**src/rtl/dm_port_arbiter_if.sv**
```systemverilog
// -----------------------------------------------------------------------------
// dm_port_arbiter_if
//   Bundles the two requester ports, the data-memory control bus and the
//   status outputs of dm_port_arbiter.
//
//   Handshake: a requester raises pX_req together with pX_wr/pX_addr/pX_din
//   and holds all of them stable until it sees pX_gnt. pX_gnt is a one-cycle
//   pulse meaning "accepted and executing on the DM this cycle". For reads,
//   pX_rvalid pulses one cycle after pX_gnt with the data on pX_rdata.
//   In the cycle after pX_gnt the requester either drops pX_req or presents
//   a new transaction.
//
//   Modports:
//     slave  - the arbiter: consumes requests and mem_dout, drives grants,
//              read data, the DM control bus and status.
//     master - the environment: requesters plus the data memory.
// -----------------------------------------------------------------------------
interface dm_port_arbiter_if #(
   parameter int AWL = 32,
   parameter int DWL = 32
);
   // port 0 (pipeline MEM stage)
   logic           p0_req;
   logic           p0_wr;
   logic [AWL-1:0] p0_addr;
   logic [DWL-1:0] p0_din;
   logic           p0_gnt;
   logic [DWL-1:0] p0_rdata;
   logic           p0_rvalid;
   // port 1 (loader / debug DMA)
   logic           p1_req;
   logic           p1_wr;
   logic [AWL-1:0] p1_addr;
   logic [DWL-1:0] p1_din;
   logic           p1_gnt;
   logic [DWL-1:0] p1_rdata;
   logic           p1_rvalid;
   // data memory
   logic           mem_wr;
   logic [AWL-1:0] mem_addr;
   logic [DWL-1:0] mem_din;
   logic [DWL-1:0] mem_dout;
   // status
   logic           err_oob;
   logic           busy;
   logic           dbg_state;  // 0 = IDLE, 1 = SERVE

   modport slave (
      input  p0_req, p0_wr, p0_addr, p0_din,
      input  p1_req, p1_wr, p1_addr, p1_din,
      input  mem_dout,
      output p0_gnt, p0_rdata, p0_rvalid,
      output p1_gnt, p1_rdata, p1_rvalid,
      output mem_wr, mem_addr, mem_din,
      output err_oob, busy, dbg_state
   );

   modport master (
      output p0_req, p0_wr, p0_addr, p0_din,
      output p1_req, p1_wr, p1_addr, p1_din,
      output mem_dout,
      input  p0_gnt, p0_rdata, p0_rvalid,
      input  p1_gnt, p1_rdata, p1_rvalid,
      input  mem_wr, mem_addr, mem_din,
      input  err_oob, busy, dbg_state
   );
endinterface

```
**src/rtl/dm_port_arbiter.sv**
```systemverilog
// -----------------------------------------------------------------------------
// dm_port_arbiter
//   Two-requester round-robin arbiter and sequencer for the single-port data
//   memory. Port 0 is the pipeline MEM stage, port 1 the loader/debug port.
//   Each transaction takes an IDLE cycle (arbitrate + latch) followed by a
//   SERVE cycle (one DM access), so peak throughput is one access per two
//   cycles.
//
//   Ports:
//     CLK    - clock, rising edge
//     RST_N  - asynchronous active-low reset
//     bus    - dm_port_arbiter_if.slave: requests/grants/read data for both
//              ports, DM control (mem_wr/mem_addr/mem_din, mem_dout back),
//              err_oob pulse, busy and dbg_state.
// -----------------------------------------------------------------------------
module dm_port_arbiter #(
   parameter int AWL   = 32,
   parameter int DWL   = 32,
   parameter int DEPTH = 32
) (
   input logic               CLK,
   input logic               RST_N,
   dm_port_arbiter_if.slave  bus
);

   typedef enum logic {IDLE = 1'b0, SERVE = 1'b1} state_e;

   state_e         state_q, state_d;
   logic           last_q;      // port that won the most recent arbitration
   logic           owner_q;     // port owning the transaction in SERVE
   logic           wr_l_q;
   logic [AWL-1:0] addr_l_q;
   logic [DWL-1:0] din_l_q;
   logic           oob_l_q;
   logic [DWL-1:0] p0_rdata_q, p1_rdata_q;
   logic           p0_rvalid_q, p1_rvalid_q;

   logic           latch_en;
   logic           win;
   logic           sel_wr;
   logic [AWL-1:0] sel_addr;
   logic [DWL-1:0] sel_din;
   logic           serve;

   // Winner: a lone requester wins; on a tie the port that did not win last.
   assign win      = (bus.p0_req && bus.p1_req) ? ~last_q : bus.p1_req;
   assign sel_wr   = win ? bus.p1_wr   : bus.p0_wr;
   assign sel_addr = win ? bus.p1_addr : bus.p0_addr;
   assign sel_din  = win ? bus.p1_din  : bus.p0_din;

   // ---------------------------------------------------------------------------
   // State register and latched transaction fields
   // ---------------------------------------------------------------------------
   always_ff @(posedge CLK or negedge RST_N) begin
      if (!RST_N) begin
         state_q     <= IDLE;
         last_q      <= 1'b1;   // port 0 wins the first tie
         owner_q     <= 1'b0;
         wr_l_q      <= 1'b0;
         addr_l_q    <= '0;
         din_l_q     <= '0;
         oob_l_q     <= 1'b0;
         p0_rdata_q  <= '0;
         p1_rdata_q  <= '0;
         p0_rvalid_q <= 1'b0;
         p1_rvalid_q <= 1'b0;
      end else begin
         state_q     <= state_d;
         p0_rvalid_q <= 1'b0;
         p1_rvalid_q <= 1'b0;

         if (latch_en) begin
            owner_q  <= win;
            last_q   <= win;
            wr_l_q   <= sel_wr;
            addr_l_q <= sel_addr;
            din_l_q  <= sel_din;
            // Full-width compare: high address bits never alias into the array.
            oob_l_q  <= (sel_addr >= AWL'(DEPTH));
         end

         // Read completes at the SERVE->IDLE edge; OOB reads return zero.
         if (state_q == SERVE && !wr_l_q) begin
            if (owner_q) begin
               p1_rdata_q  <= oob_l_q ? '0 : bus.mem_dout;
               p1_rvalid_q <= 1'b1;
            end else begin
               p0_rdata_q  <= oob_l_q ? '0 : bus.mem_dout;
               p0_rvalid_q <= 1'b1;
            end
         end
      end
   end

   // ---------------------------------------------------------------------------
   // Next-state logic. Requests are ignored in SERVE, so a request still held
   // in the cycle of its own grant is never granted twice.
   // ---------------------------------------------------------------------------
   always_comb begin
      state_d  = state_q;
      latch_en = 1'b0;
      case (state_q)
         IDLE: begin
            if (bus.p0_req || bus.p1_req) begin
               state_d  = SERVE;
               latch_en = 1'b1;
            end
         end
         SERVE: state_d = IDLE;
         default: state_d = IDLE;
      endcase
   end

   // ---------------------------------------------------------------------------
   // Outputs, decoded from registered state only
   // ---------------------------------------------------------------------------
   assign serve = (state_q == SERVE);

   always_comb begin
      bus.p0_gnt    = serve & ~owner_q;
      bus.p1_gnt    = serve &  owner_q;
      // Dropped by reset instantly since state_q clears asynchronously.
      bus.mem_wr    = serve & wr_l_q & ~oob_l_q;
      bus.mem_addr  = addr_l_q;
      bus.mem_din   = din_l_q;
      bus.err_oob   = serve & oob_l_q;
      bus.busy      = serve;
      bus.dbg_state = state_q;
      bus.p0_rdata  = p0_rdata_q;
      bus.p1_rdata  = p1_rdata_q;
      bus.p0_rvalid = p0_rvalid_q;
      bus.p1_rvalid = p1_rvalid_q;
   end

endmodule

```
**src/flat_wrapper.sv**
```systemverilog
// flat-port wrapper written by rule: the top's interface ports become plain ports
module dm_port_arbiter_flat 
#(
   parameter int AWL   = 32,
   parameter int DWL   = 32,
   parameter int DEPTH = 32
)
  (CLK, RST_N, bus_p0_req, bus_p0_wr, bus_p0_addr, bus_p0_din, bus_p1_req, bus_p1_wr, bus_p1_addr, bus_p1_din, bus_mem_dout, bus_p0_gnt, bus_p0_rdata, bus_p0_rvalid, bus_p1_gnt, bus_p1_rdata, bus_p1_rvalid, bus_mem_wr, bus_mem_addr, bus_mem_din, bus_err_oob, bus_busy, bus_dbg_state);
  dm_port_arbiter_if #(.AWL(AWL), .DWL(DWL)) bus_i ();
  input logic CLK;
  input logic RST_N;
  input wire logic [$bits(bus_i.p0_req)-1:0] bus_p0_req;
  input wire logic [$bits(bus_i.p0_wr)-1:0] bus_p0_wr;
  input wire logic [$bits(bus_i.p0_addr)-1:0] bus_p0_addr;
  input wire logic [$bits(bus_i.p0_din)-1:0] bus_p0_din;
  input wire logic [$bits(bus_i.p1_req)-1:0] bus_p1_req;
  input wire logic [$bits(bus_i.p1_wr)-1:0] bus_p1_wr;
  input wire logic [$bits(bus_i.p1_addr)-1:0] bus_p1_addr;
  input wire logic [$bits(bus_i.p1_din)-1:0] bus_p1_din;
  input wire logic [$bits(bus_i.mem_dout)-1:0] bus_mem_dout;
  output wire logic [$bits(bus_i.p0_gnt)-1:0] bus_p0_gnt;
  output wire logic [$bits(bus_i.p0_rdata)-1:0] bus_p0_rdata;
  output wire logic [$bits(bus_i.p0_rvalid)-1:0] bus_p0_rvalid;
  output wire logic [$bits(bus_i.p1_gnt)-1:0] bus_p1_gnt;
  output wire logic [$bits(bus_i.p1_rdata)-1:0] bus_p1_rdata;
  output wire logic [$bits(bus_i.p1_rvalid)-1:0] bus_p1_rvalid;
  output wire logic [$bits(bus_i.mem_wr)-1:0] bus_mem_wr;
  output wire logic [$bits(bus_i.mem_addr)-1:0] bus_mem_addr;
  output wire logic [$bits(bus_i.mem_din)-1:0] bus_mem_din;
  output wire logic [$bits(bus_i.err_oob)-1:0] bus_err_oob;
  output wire logic [$bits(bus_i.busy)-1:0] bus_busy;
  output wire logic [$bits(bus_i.dbg_state)-1:0] bus_dbg_state;
  assign bus_i.p0_req = bus_p0_req;
  assign bus_i.p0_wr = bus_p0_wr;
  assign bus_i.p0_addr = bus_p0_addr;
  assign bus_i.p0_din = bus_p0_din;
  assign bus_i.p1_req = bus_p1_req;
  assign bus_i.p1_wr = bus_p1_wr;
  assign bus_i.p1_addr = bus_p1_addr;
  assign bus_i.p1_din = bus_p1_din;
  assign bus_i.mem_dout = bus_mem_dout;
  assign bus_p0_gnt = bus_i.p0_gnt;
  assign bus_p0_rdata = bus_i.p0_rdata;
  assign bus_p0_rvalid = bus_i.p0_rvalid;
  assign bus_p1_gnt = bus_i.p1_gnt;
  assign bus_p1_rdata = bus_i.p1_rdata;
  assign bus_p1_rvalid = bus_i.p1_rvalid;
  assign bus_mem_wr = bus_i.mem_wr;
  assign bus_mem_addr = bus_i.mem_addr;
  assign bus_mem_din = bus_i.mem_din;
  assign bus_err_oob = bus_i.err_oob;
  assign bus_busy = bus_i.busy;
  assign bus_dbg_state = bus_i.dbg_state;
  dm_port_arbiter #(.AWL(AWL), .DWL(DWL), .DEPTH(DEPTH)) u_core (.CLK(CLK), .RST_N(RST_N), .bus(bus_i));
endmodule
```
**config.mk**
```make
export PLATFORM = sky130hd
export DESIGN_NAME = dm_port_arbiter_flat
export DESIGN_NICKNAME = d
export VERILOG_FILES = /design/src/rtl/dm_port_arbiter_if.sv /design/src/rtl/dm_port_arbiter.sv /design/src/flat_wrapper.sv
export SDC_FILE = /design/constraint.sdc
export NUM_CORES = 1
export LEC_CHECK = 0
export CAP_MARGIN = 20
export CORE_MARGIN = 5
export CORE_UTILIZATION = 40
export DETAILED_ROUTE_END_ITERATION = 8
export DONT_BUFFER_PORTS = 1
export PLACE_DENSITY = 0.52
export SYNTH_ARGS = -nofsm -noshare
export SYNTH_HDL_FRONTEND = slang
export SYNTH_SLANG_ARGS = --single-unit
export TNS_END_PERCENT = 50
```
**constraint.sdc**
```tcl
create_clock -name CLK -period 1.27 [get_ports CLK]
set_input_delay 0.254 -clock CLK [delete_from_list [all_inputs] [get_ports CLK]]
set_output_delay 0.254 -clock CLK [all_outputs]
set_load 0.02 [all_outputs]
```
# --- Word-level counts from Yosys, hierarchy flattened ---
# Index checks and enable logic that the tools add are counted.
# W data, S select, Z words.
word_totals:
  ff_bits: 135
  inputBits: 166
  out_inout_bits: 136
  wordCells: 39
classes:
  magnitude_cmp: 1
  mux: 12
  n_bitwise: 9
  reduce_logical: 6
ops:
  columns: ["cell", "count"]
  rows:
  - ["$mux W32", 3]
  - ["$ge A32 B6 Y1 const B", 1]
  - ["$mux W1", 8]
  - ["$and A1 B1 Y1", 5]
  - ["$not A1 Y1", 4]
  - ["$reduce_and A2 Y1", 2]
  - ["$logic_and A1 B1 Y1", 2]
  - ["$pmux W1 S2", 1]
  - ["$logic_not A1 Y1", 1]
  - ["$logic_or A1 B1 Y1", 1]

# --- Logic depth before layout (Yosys ltp) ---
# Gate-level depths: netlist (run 1).
logic_depth:
  word_depth: 4
  mapped_depth: 6
  depth_no_buf: 4

# --- Worst setup path before layout (run 1) ---
# OpenSTA, ideal clock, no wires.
synth_path:
  path_kind: "reg2reg"
  from: "register u_core.state_q (netlist: u_core.bus.busy)"
  to: "register u_core.p0_rdata_q[10] (netlist: u_core.bus.p0_rdata[10])"
  setup_ns: 0.135
  arrival_time_ns: 1.372
  required_time_ns: 1.135
  slack_ns: -0.236
  path_stages_with_launch: 7
  n_path_buf: 2
  period_less_slack_ns: 1.506
  path_cell_list: "dfrtp_1 > inv_2 > or3_4 > buf_6 > buf_6 > nand2_1 > o21ai_0"
synth_via:
  elab_chain_cells: 2
synth_rtl:
  columns: ["element", "line_no", "rtl"]
  rows:
  - ["start, declared", "dm_port_arbiter.sv:28", "state_e state_q, state_d;"]
  - ["start signal, assigned", "dm_port_arbiter.sv:68", "state_q <= state_d;"]
  - ["$logic_and A1 B1 Y1", "dm_port_arbiter.sv:83", "if (state_q == SERVE && !wr_l_q) begin"]
  - ["$reduce_and A2 Y1 (no line)", null, null]
  - ["end signal, assigned", "dm_port_arbiter.sv:88", "p0_rdata_q <= oob_l_q ? '0 : bus.mem_dout;"]
  - ["end, declared", "dm_port_arbiter.sv:35", "logic [DWL-1:0] p0_rdata_q, p1_rdata_q;"]
# No other way between the ends.
# A chain may end at the register's enable or synchronous reset.

# --- Final worst setup path (run 1) ---
layout_path:
  from: "register u_core.state_q (netlist: u_core.bus.busy)"
  to: "output bus_err_oob"
layout_via:
  elab_chain_cells: 1
layout_rtl:
  columns: ["element", "line_no", "rtl"]
  rows:
  - ["$and A1 B1 Y1", "dm_port_arbiter.sv:126", "bus.err_oob = serve & oob_l_q;"]
  - ["end, declared", "flat_wrapper.sv:30", "output wire logic [$bits(bus_i.err_oob)-1:0] bus_err_oob;"]
# No other way between the ends.

==> results of run 1 <==
-- Yosys cell counts (all sizes together) --
master / instances / share of area
a21boi: 1 / 0.0013
a21oi: 1 / 0.00085
a22o: 1 / 0.0015
a31oi: 1 / 0.0011
and2: 2 / 0.0021
buf: 17 / 0.028
clkbuf: 23 / 0.015
dfrtp: 134 / 0.57
dfstp: 1 / 0.0045
inv: 4 / 0.0025
mux2i: 65 / 0.11
nand2: 131 / 0.083
nand2b: 32 / 0.034
nand3b: 1 / 0.0013
nand4: 3 / 0.0032
nand4b: 1 / 0.0015
nor2: 2 / 0.0013
nor3: 2 / 0.0017
nor4: 12 / 0.013
o21ai: 131 / 0.12
o22ai: 1 / 0.0011
or3: 1 / 0.0019
-- worst min path at each step --
stage,startpoint,end,slack [ns],cells past startpoint
finish,RST_N,u_core.bus.p1_rdata[27],-0.47,0
global route,RST_N,u_core.bus.p1_rdata[27],-0.50,0
CTS,RST_N,u_core.bus.mem_addr[14],-0.49,0
detailed placement,RST_N,u_core.bus.p1_rdata[27],-0.04,0
global placement,RST_N,u_core.bus.p1_rdata[27],-0.04,0
floorplan,RST_N,u_core.bus.busy,-0.04,0
-- through the flow --
| stage | cells | instance area [um2] | utilization |
|---|---|---|---|
| global placement | 739 | 6250 | 0.432 |
| global route | 820 | 7930 | 0.547 |
| CTS | 818 | 7800 | 0.539 |
| detailed placement | 739 | 6250 | 0.432 |
| floorplan | 567 | 5930 | - |
| finish | 820 | 7930 | 0.547 |
-- metal layers --
metal | GRT usage | vias to the layer above | part of all wire
li1 | - | 2064 | -
met3 | 0.0849 | 28 | 0.095
met5 | 0 | - | 0
met4 | 0.0726 | 0 | 0.020
met2 | 0.350 | 224 | 0.51
met1 | 0.234 | 2157 | 0.38
-- cell families after synthesis --
family	synth area share
buffers and inverters	0.0448
multiplexers	0.110
AO/OA/AOI/OAI	0.128
flip-flops	0.573
AND/OR/NAND/NOR	0.143
-- cells in the final DEF, fill, tap and decap left out, types with 16 or more instances in the layout --
master and count:
buf_12 20, clkbuf_16 19, dfrtp_1 132, dlygate4sd3_1 16
mux2i_1 55, nand2_1 99, nand2_2 29, nand2b_1 32
o21ai_1 106, o21ai_2 24
-- flip-flops by register name, indices dropped and copies added (netlist names) --
signal	count
u_core.bus.mem_addr	32
u_core.bus.mem_din	32
u_core.bus.p0_rdata	32
u_core.bus.p1_rdata	32
u_core.bus.busy	1
u_core.bus.p0_rvalid	1
u_core.bus.p1_rvalid	1
u_core.last_q	1
u_core.oob_l_q	1
u_core.owner_q	1
u_core.wr_l_q	1
-- timing repair --
action | 4_1_cts | 5_1_grt
endpoints found under the hold margin | 157 | 135
pin swaps | 24 | 7
endpoints found under the setup margin | 131 | 139
cloned | 15 | 2
setup buffers | 16 | 3
gates resized for setup | 141 | 42
-- where the power goes --
| group | switching, mW | internal, mW | leakage, nW | total (mW) |
|---|---|---|---|---|
| combinational | 1.66 | 1.83 | 1.51 | 3.49 |
| clock | 1.95 | 3.15 | 0.293 | 5.10 |
| sequential | 2.74 | 5.59 | 1.70 | 8.34 |
-- worst register-to-register path: stages (launching register included) --
cell and delay, ns:
dfrtp_2 0.39, inv_2 0.06, or3_4 0.46, buf_12 0.17, buf_16 0.15, nand2_2 0.08
o21ai_2 0.05
-- area by class of cell --
| type | instances | share of cell area |
|---|---|---|
| inverter | 4 | 0.00189 |
| clock inverter | 14 | 0.0221 |
| tap | 184 | 0.0290 |
| timing repair buffer | 77 | 0.153 |
| multi-input combinational | 388 | 0.311 |
| clock buffer | 18 | 0.0554 |
| sequential | 135 | 0.427 |
==> flow_summary.yaml, run 1 <==
routing:
  post_drt_wl_per_cell_um: 22.1
  drcViolationCount: 0
  viasPerCell: 5.45
  drt_first_iter_violations: 305
  detail_route.first_pass.iterations: 6
  routed_wirelength_mm: 18.1
  final_antenna_net_count: 0
  vias: 4473
worst_setup_path:
  crit_path_max_fanout: 3
  timing.setup.critical_path_class: "flip-flop to output port"
  crit_arrival_ns: 1.22
  crit_path_start_kind: "flip-flop"
  rrSetupSlack_ns: -0.19
  worst_path_top_cell_family_by_delay: "flip-flops"
  regToRegStartpoint: "u_core.bus.busy"
  worst_setup_path_endpoint: "bus_err_oob"
  cp_cell_sequence: "buf_6 -> and2_2"
  cp.depth: 2
  regToRegEndpoint: "u_core.bus.p0_rdata[20]"
  worstPathBufferInverterCount: 1
  worst-endpoint-required_ns: 1.02
  crit_slowest_cell: "dfrtp_2"
  worstSetupStartpoint: "u_core.bus.busy"
  r2r_cells: 6
  crit_path_max_incr_delay_ns: 0.42
  critPathCaptureType: "output port"
logic_synthesis:
  post_synth_instance_area_um2: 5890
  synth.yosys.warnings: 0
  synthCells: 567
  postSynthRegisterBits: 135
  synth_seq_area_share: 0.573
  yosys.cell_types.count: 28
  post_synth.cell_area_avg_um2: 10.4
  net_count_after_synthesis: 733
placed_design:
  place_hpwl_mm: 11.6
  port_buffer_count: 0
  finalWeightedCongestion: 0.868
  detailedPlace.worstSlack_ns: -0.163
timing:
  layout_min_cycle_time_ns: 1.48
  worst_clock_skew_ns: 0.00531
  timing.final.setup_violations: 125
  final-max-slew-violation-count: 0
  grt_setup_unrepaired: "yes"
  post_route_worst_hold_slack_ns: -0.468
  worst_slew_pin_slew_ns: 0.328
  layout_setup_ws_ns: -0.207
  final-hold-violation-count: 135
  clock.fmax_mhz: 677
  relSlewSlack: 0.780
  min_period_over_period: 1.16
  finalSetupTns_ns: -12.54
global_routing:
  grt_antenna_before_repair: 0
  global_route.overflow_total: 0
  groute.usage.overall: 0.206
  wire_length_of_the_first_global_routing_pass_mm: 28.1
  grt_max_degree: 136
  first_global_vias: 4787
cells_and_area:
  final_layout_size_suffix_gt1_frac: 0.267
  multi_input_comb_area_um2: 2470
  num_antenna_cells: 0
  fillers: 1279
  final_net_count: 789
  areaGrowthSynthToFinish_pct: 34.5
  seq_area_um2: 3380
power:
  static-leakage-power_nw: 3.51
  total_power_mw: 16.9
  power_density_nw_per_um2: 2140
  ir_drop_mv: 0.999
cts:
  clock_tree.htree_level_count: 4
  cts_root_buf: "clkbuf_16"
  cts-buffers-inserted: 17
  clkTransAtPathRegs_ns: 0.06
  clock_sink_count: 135
  insertion_delay_ns: 0.42
  cts-root-to-sink-buffers: 2
  holdBufCountCts: 16
  tritoncts: "done"
run_status:
  failing_checks: "hold timing, setup timing"
  status: "finished with violations"
hold_path:
  timing.hold.worst.class: "input pin to async pin"
run:
  drv_cap: 0
floorplanning:
  width_of_the_die_um: 131
  ioPinCount: 302
  row_count: 44
  coreArea_um2: 14500
  die_height_um: 131
  dieArea_um2: 17300
  floorplan.initialDensity: 0.407
(Power assumes the default switching activity.)
==> inputs of run 2 (changes only) <==
--- a/config.mk
+++ b/config.mk
@@ -7,10 +7,11 @@
 export LEC_CHECK = 0
 export CAP_MARGIN = 20
 export CORE_MARGIN = 5
-export CORE_UTILIZATION = 40
+export CORE_UTILIZATION = 35
+export CTS_CLUSTER_DIAMETER = 60
 export DETAILED_ROUTE_END_ITERATION = 8
 export DONT_BUFFER_PORTS = 1
-export PLACE_DENSITY = 0.52
+export PLACE_DENSITY = 0.47
 export SYNTH_ARGS = -nofsm -noshare
 export SYNTH_HDL_FRONTEND = slang
 export SYNTH_SLANG_ARGS = --single-unit
==> run 2 against run 1 <==
Net effect:
- the flow still finishes with violations (hold timing, setup timing)
- first-iteration DRC count down 63%
- wire length up 4.5%
- sequential share of layout area down 0.45 points
- clock skew up 0.0066 ns
- critical path depth up 4
- clock power down 4%
- sequential power about the same
- combinational power down 6.0%
- final area up 1.1%
- total power down 2.2%
- highest routed layer unchanged
==> flow_summary.yaml, run 2 (synthesis gave the netlist of run 1 again) <==
cts:
  insertion_delay_ns: 0.42
  tritoncts: "done"
  cts-buffers-inserted: 17
  clock_sink_count: 135
  holdBufCountCts: 26
  clock_tree.htree_level_count: 4
  clkTransAtPathRegs_ns: 0.06
  cts-root-to-sink-buffers: 2
  cts_root_buf: "clkbuf_16"
timing:
  post_route_worst_hold_slack_ns: -0.466
  layout_setup_ws_ns: -0.214
  finalSetupTns_ns: -8.72
  grt_setup_unrepaired: "yes"
  clock.fmax_mhz: 674
  final-hold-violation-count: 135
  worst_slew_pin_slew_ns: 0.593
  layout_min_cycle_time_ns: 1.48
  timing.final.setup_violations: 99
  relSlewSlack: 0.603
  worst_clock_skew_ns: 0.0119
  min_period_over_period: 1.17
  final-max-slew-violation-count: 0
power:
  internal_power_mw: 10.2
  power_density_nw_per_um2: 2070
  static-leakage-power_nw: 3.52
  ir_drop_mv: 0.923
  share_seq_of_total_power: 0.505
  clockPowerShare: 0.297
  p_sw_frac: 0.381
  total_switching_power_mw: 6.31
  share_comb_of_total_power: 0.198
global_routing:
  grt.busiest_layer: "met2"
  groute.usage.overall: 0.171
  gr-usage-met3: 0.0714
  global_route.overflow_total: 0
  wire_length_of_the_first_global_routing_pass_mm: 26.1
  grt_max_degree: 136
  grt_use_met2: 0.278
  first_global_vias: 4523
  grt_antenna_before_repair: 0
  grtUsageMet1: 0.203
worst_setup_path:
  crit_path_max_fanout: 6
  r2r_cells: 6
  worst-endpoint-required_ns: 1.56
  critPathCaptureType: "flip-flop"
  regToRegEndpoint: "u_core.oob_l_q"
  timing.setup.critical_path_class: "flip-flop to flip-flop"
  crit_arrival_ns: 1.78
  regToRegStartpoint: "u_core.last_q"
  worstSetupStartpoint: "u_core.last_q"
  crit_path_start_kind: "flip-flop"
  worst_setup_path_endpoint: "u_core.oob_l_q"
  rrSetupSlack_ns: -0.21
floorplanning:
  width_of_the_die_um: 140
  die_height_um: 140
  dieArea_um2: 19500
  ioPinCount: 302
  coreArea_um2: 16500
  floorplan.initialDensity: 0.357
  row_count: 47
cells_and_area:
  areaGrowthSynthToFinish_pct: 35.9
  most_common_cell_after_layout_fill_and_taps_aside: "dfrtp_1"
  post-route-util: 0.485
  num_antenna_cells: 0
  final_net_count: 806
  final_cell_mix: "dfrtp_1, nand2_1, o21ai_1"
  final_layout_size_suffix_gt1_frac: 0.263
run_status:
  status: "finished with violations"
  failing_checks: "hold timing, setup timing"
hold_path:
  timing.hold.worst.class: "input pin to async pin"
run:
  drv_cap: 0
placed_design:
  finalWeightedCongestion: 0.793
  place_hpwl_mm: 12.1
  port_buffer_count: 0
routing:
  viasPerCell: 5.17
  drcViolationCount: 0
  post_drt_wl_per_cell_um: 21.7
  final_antenna_net_count: 0
  vias: 4516
  detail_route.first_pass.iterations: 4
  drt_first_iter_violations: 114
  routed_wirelength_mm: 19.0
run 2: cell types whose count changed in the layout (fill, tap and decap cells not counted), sizes merged:
cell	previous run	this run
bufinv	3	2
o21ai	131	135
bufbuf	1	0
dlygate4sd3	16	26
clkinv	6	3
buf	58	53
clkinvlp	3	5
clkbuf	20	29
inv	6	8
run 2: final cells by class:
cell class                      count  area (um2)
Tap cell                          220         275
Clock buffer                       18         439
Fill cell                        1527        8510
Inverter                            4        15.0
Multi-Input combinational cell    392        2520
Clock inverter                     14         148
Sequential cell                   135        3380
Timing Repair Buffer               90        1230
run 2: metal layers:
metal,vias to the layer above,wire (um),share of wire
li1,2092,-,-
met1,2184,7260,0.38
met2,214,9590,0.51
met3,26,1760,0.093
met4,0,353,0.019
met5,-,0,0
run 2: how the worst min path moves through the flow:
stage	start	to	slack, ns	depth (start not counted)
floorplan	RST_N	u_core.bus.busy	-0.04	0
global placement	RST_N	u_core.bus.p1_rvalid	-0.04	0
detailed placement	RST_N	u_core.bus.p1_rvalid	-0.04	0
CTS	RST_N	u_core.bus.p1_rdata[27]	-0.49	0
global route	RST_N	u_core.bus.p1_rvalid	-0.49	0
finish	RST_N	u_core.bus.p1_rdata[30]	-0.47	0
run 2: worst max-delay path, cell delays in order, from the launching register on:
cell      delay [ns]
dfstp_2         0.56
a21boi_4        0.09
buf_12          0.15
buf_16          0.13
nand4b_1        0.18
o22ai_1         0.18
o21ai_1         0.08
run 2: power groups by stage:
stage	clock network [mW]	logic (mW)	registers, mW
floorplan	0	1.85	7.95
global placement	0	2.30	8.41
detailed placement	0	2.41	8.42
CTS	5.01	2.76	8.37
global route	5.20	3.63	8.53
finish	4.91	3.28	8.35
run 2: per-stage QoR:
step | hold WS, ns | instances | setup slack (ns) | cell area, um2 | power, mW
6_report | -0.466 | 873 | -0.214 | 8010 | 16.5
4_1_cts | -0.489 | 847 | -0.242 | 7440 | 16.1
3_3_place_gp | -0.0380 | 777 | -0.206 | 6320 | 10.7
2_1_floorplan | -0.0416 | 567 | -0.145 | 5930 | 9.80
3_5_place_dp | -0.0381 | 777 | -0.213 | 6320 | 10.8
5_1_grt | -0.490 | 873 | -0.262 | 8010 | 17.4
run 2: timing repair:
action / in CTS / in global routing
gates resized for setup: 62 / 70
endpoints found under the setup margin: 66 / 137
setup buffers: 9 / 3
pin swaps: 7 / 12
gates cloned: 4 / 25
hold endpoints to repair: 163 / 135
==> inputs of run 3 (changes only) <==
--- a/config.mk
+++ b/config.mk
@@ -6,12 +6,14 @@
 export NUM_CORES = 1
 export LEC_CHECK = 0
 export CAP_MARGIN = 20
+export CORE_ASPECT_RATIO = 1.1
 export CORE_MARGIN = 5
 export CORE_UTILIZATION = 35
 export CTS_CLUSTER_DIAMETER = 60
 export DETAILED_ROUTE_END_ITERATION = 8
 export DONT_BUFFER_PORTS = 1
 export PLACE_DENSITY = 0.47
+export REMOVE_ABC_BUFFERS = 1
 export SYNTH_ARGS = -nofsm -noshare
 export SYNTH_HDL_FRONTEND = slang
 export SYNTH_SLANG_ARGS = --single-unit
==> run 3 against run 2 <==
Net effect:
- the flow still finishes with violations (hold timing, setup timing)
- maximum frequency shrank 1.3%
- clock-buffer cell count grew 1
- register-to-register slack is essentially flat
- final area grew 11%
- clock skew grew 0.0011 ns
- combinational power grew 23%
- sequential cell count is the same
- critical path type is now flip-flop to output port
- highest routed layer unchanged
==> flow_summary.yaml, run 3 (synthesis gave the netlist of run 1 again) <==
worst_setup_path:
  crit_path_max_fanout: 6
  timing.setup.critical_path_class: "flip-flop to output port"
  crit_path_start_kind: "flip-flop"
  regToRegEndpoint: "u_core.bus.p0_rdata[13]"
  crit_arrival_ns: 1.25
  regToRegStartpoint: "u_core.bus.busy"
  rrSetupSlack_ns: -0.21
  critPathCaptureType: "output port"
  r2r_cells: 6
  worst-endpoint-required_ns: 1.02
cells_and_area:
  final_net_count: 818
  final_cell_mix: "dfrtp_1, o21ai_1, o21ai_2"
  num_antenna_cells: 0
  final_layout_size_suffix_gt1_frac: 0.406
  areaGrowthSynthToFinish_pct: 50.6
  most_common_cell_after_layout_fill_and_taps_aside: "dfrtp_1"
  fillers: 1404
timing:
  relSlewSlack: 0.617
  final-hold-violation-count: 135
  min_period_over_period: 1.18
  post_route_worst_hold_slack_ns: -0.462
  worst_clock_skew_ns: 0.0130
  layout_min_cycle_time_ns: 1.50
  worst_slew_pin_slew_ns: 0.569
  timing.final.setup_violations: 124
  final-max-slew-violation-count: 0
  layout_setup_ws_ns: -0.234
  grt_setup_unrepaired: "yes"
  clock.fmax_mhz: 665
  finalSetupTns_ns: -14.71
floorplanning:
  floorplan.initialDensity: 0.359
  die_height_um: 146
  row_count: 49
  ioPinCount: 302
  dieArea_um2: 19500
  width_of_the_die_um: 134
  coreArea_um2: 16400
global_routing:
  wire_length_of_the_first_global_routing_pass_mm: 29.0
  grt_max_degree: 136
  grt_antenna_before_repair: 0
  global_route.overflow_total: 0
  groute.usage.overall: 0.193
  first_global_vias: 4821
run_status:
  failing_checks: "hold timing, setup timing"
  status: "finished with violations"
routing:
  detail_route.first_pass.iterations: 4
  drt_first_iter_violations: 153
  routed_wirelength_mm: 20.1
  viasPerCell: 5.30
  routed-wl-met3_mm: 2.34
  detailroute.wirelength.met2_mm: 10.7
  max_used_layer: "met4"
  vias: 4608
  drcViolationCount: 0
  post_drt_wl_per_cell_um: 23.2
  final_antenna_net_count: 0
  m1_wire_length_mm: 6.76
cts:
  clkTransAtPathRegs_ns: 0.06
  clock_sink_count: 135
  cts-root-to-sink-buffers: 2
  insertion_delay_ns: 0.42
  tritoncts: "done"
  cts-buffers-inserted: 17
  cts_root_buf: "clkbuf_16"
  clock_tree.htree_level_count: 4
hold_path:
  timing.hold.worst.class: "input pin to async pin"
placed_design:
  place_hpwl_mm: 12.8
  finalWeightedCongestion: 0.824
  port_buffer_count: 0
power:
  static-leakage-power_nw: 3.91
  ir_drop_mv: 0.888
  power_density_nw_per_um2: 1990
run:
  drv_cap: 0
## run 3: cell types whose count changed in the layout (fill, tap and decap cells not counted), sizes merged, moves of 3 or more
cell         change
buf             +15
clkbuf           -3
clkinv           +3
dlygate4sd3      +4
inv              -4
o21ai            -4
## run 3: how the worst max path moves through the flow
stage,from,end,cells after the start
detailed placement,bus_p0_addr[23],u_core.oob_l_q,5
global route,u_core.bus.busy,bus_mem_wr,4
finish,u_core.bus.busy,bus_mem_wr,4
CTS,u_core.bus.busy,bus_mem_wr,4
global placement,bus_p0_addr[23],u_core.oob_l_q,5
floorplan,u_core.last_q,u_core.oob_l_q,4
## run 3: repair_timing
item / CTS / global route
setup buffers: 17 / 4
cloned: 17 / 10
pin swaps: 16 / 18
gates resized for setup: 166 / 150
hold buffers: 21 / 9
setup endpoints to repair: 105 / 138
hold endpoints to repair: 157 / 140
## run 3: per-layer routing
layer,vias up,track usage
met3,18,0.103
met2,225,0.334
met4,0,0.0679
met5,-,0
li1,2125,-
met1,2240,0.199
## run 3: power by group
part	switching, mW	total, mW	internal [mW]
combinational	1.85	4.04	2.19
clock	1.87	5.15	3.27
sequential	2.91	8.50	5.59
total	6.63	17.7	11.1
## run 3: worst max-delay path: stages (launching register included)
cell	delay (ns)
dfrtp_1	0.37
buf_6	0.17
nand2_2	0.06
nor2_1	0.08
buf_4	0.15
## run 3: final cells by class
| cell class | instances | area (um2) | share of cell area |
|---|---|---|---|
| Clock buffer | 19 | 433 | 0.0488 |
| Clock inverter | 13 | 180 | 0.0203 |
| Tap cell | 204 | 255 | 0.0287 |
| Sequential cell | 135 | 3380 | 0.381 |
| Inverter | 4 | 15.0 | 0.00169 |
| Timing Repair Buffer | 105 | 1650 | 0.186 |
| Multi-Input combinational cell | 389 | 2970 | 0.334 |
## run 3: through the flow
| stage | cell area (um2) | std cells | total power [mW] | setup slack (ns) | utilization |
|---|---|---|---|---|---|
| finish | 8880 | 869 | 17.7 | -0.234 | 0.540 |
| global route | 8880 | 869 | 18.5 | -0.288 | 0.540 |
| global placement | 6290 | 766 | 10.6 | -0.222 | 0.383 |
| detailed placement | 6290 | 766 | 10.8 | -0.189 | 0.383 |
| floorplan | 5650 | 527 | 9.68 | -4.39 | - |
| CTS | 8160 | 853 | 17.1 | -0.260 | 0.496 |
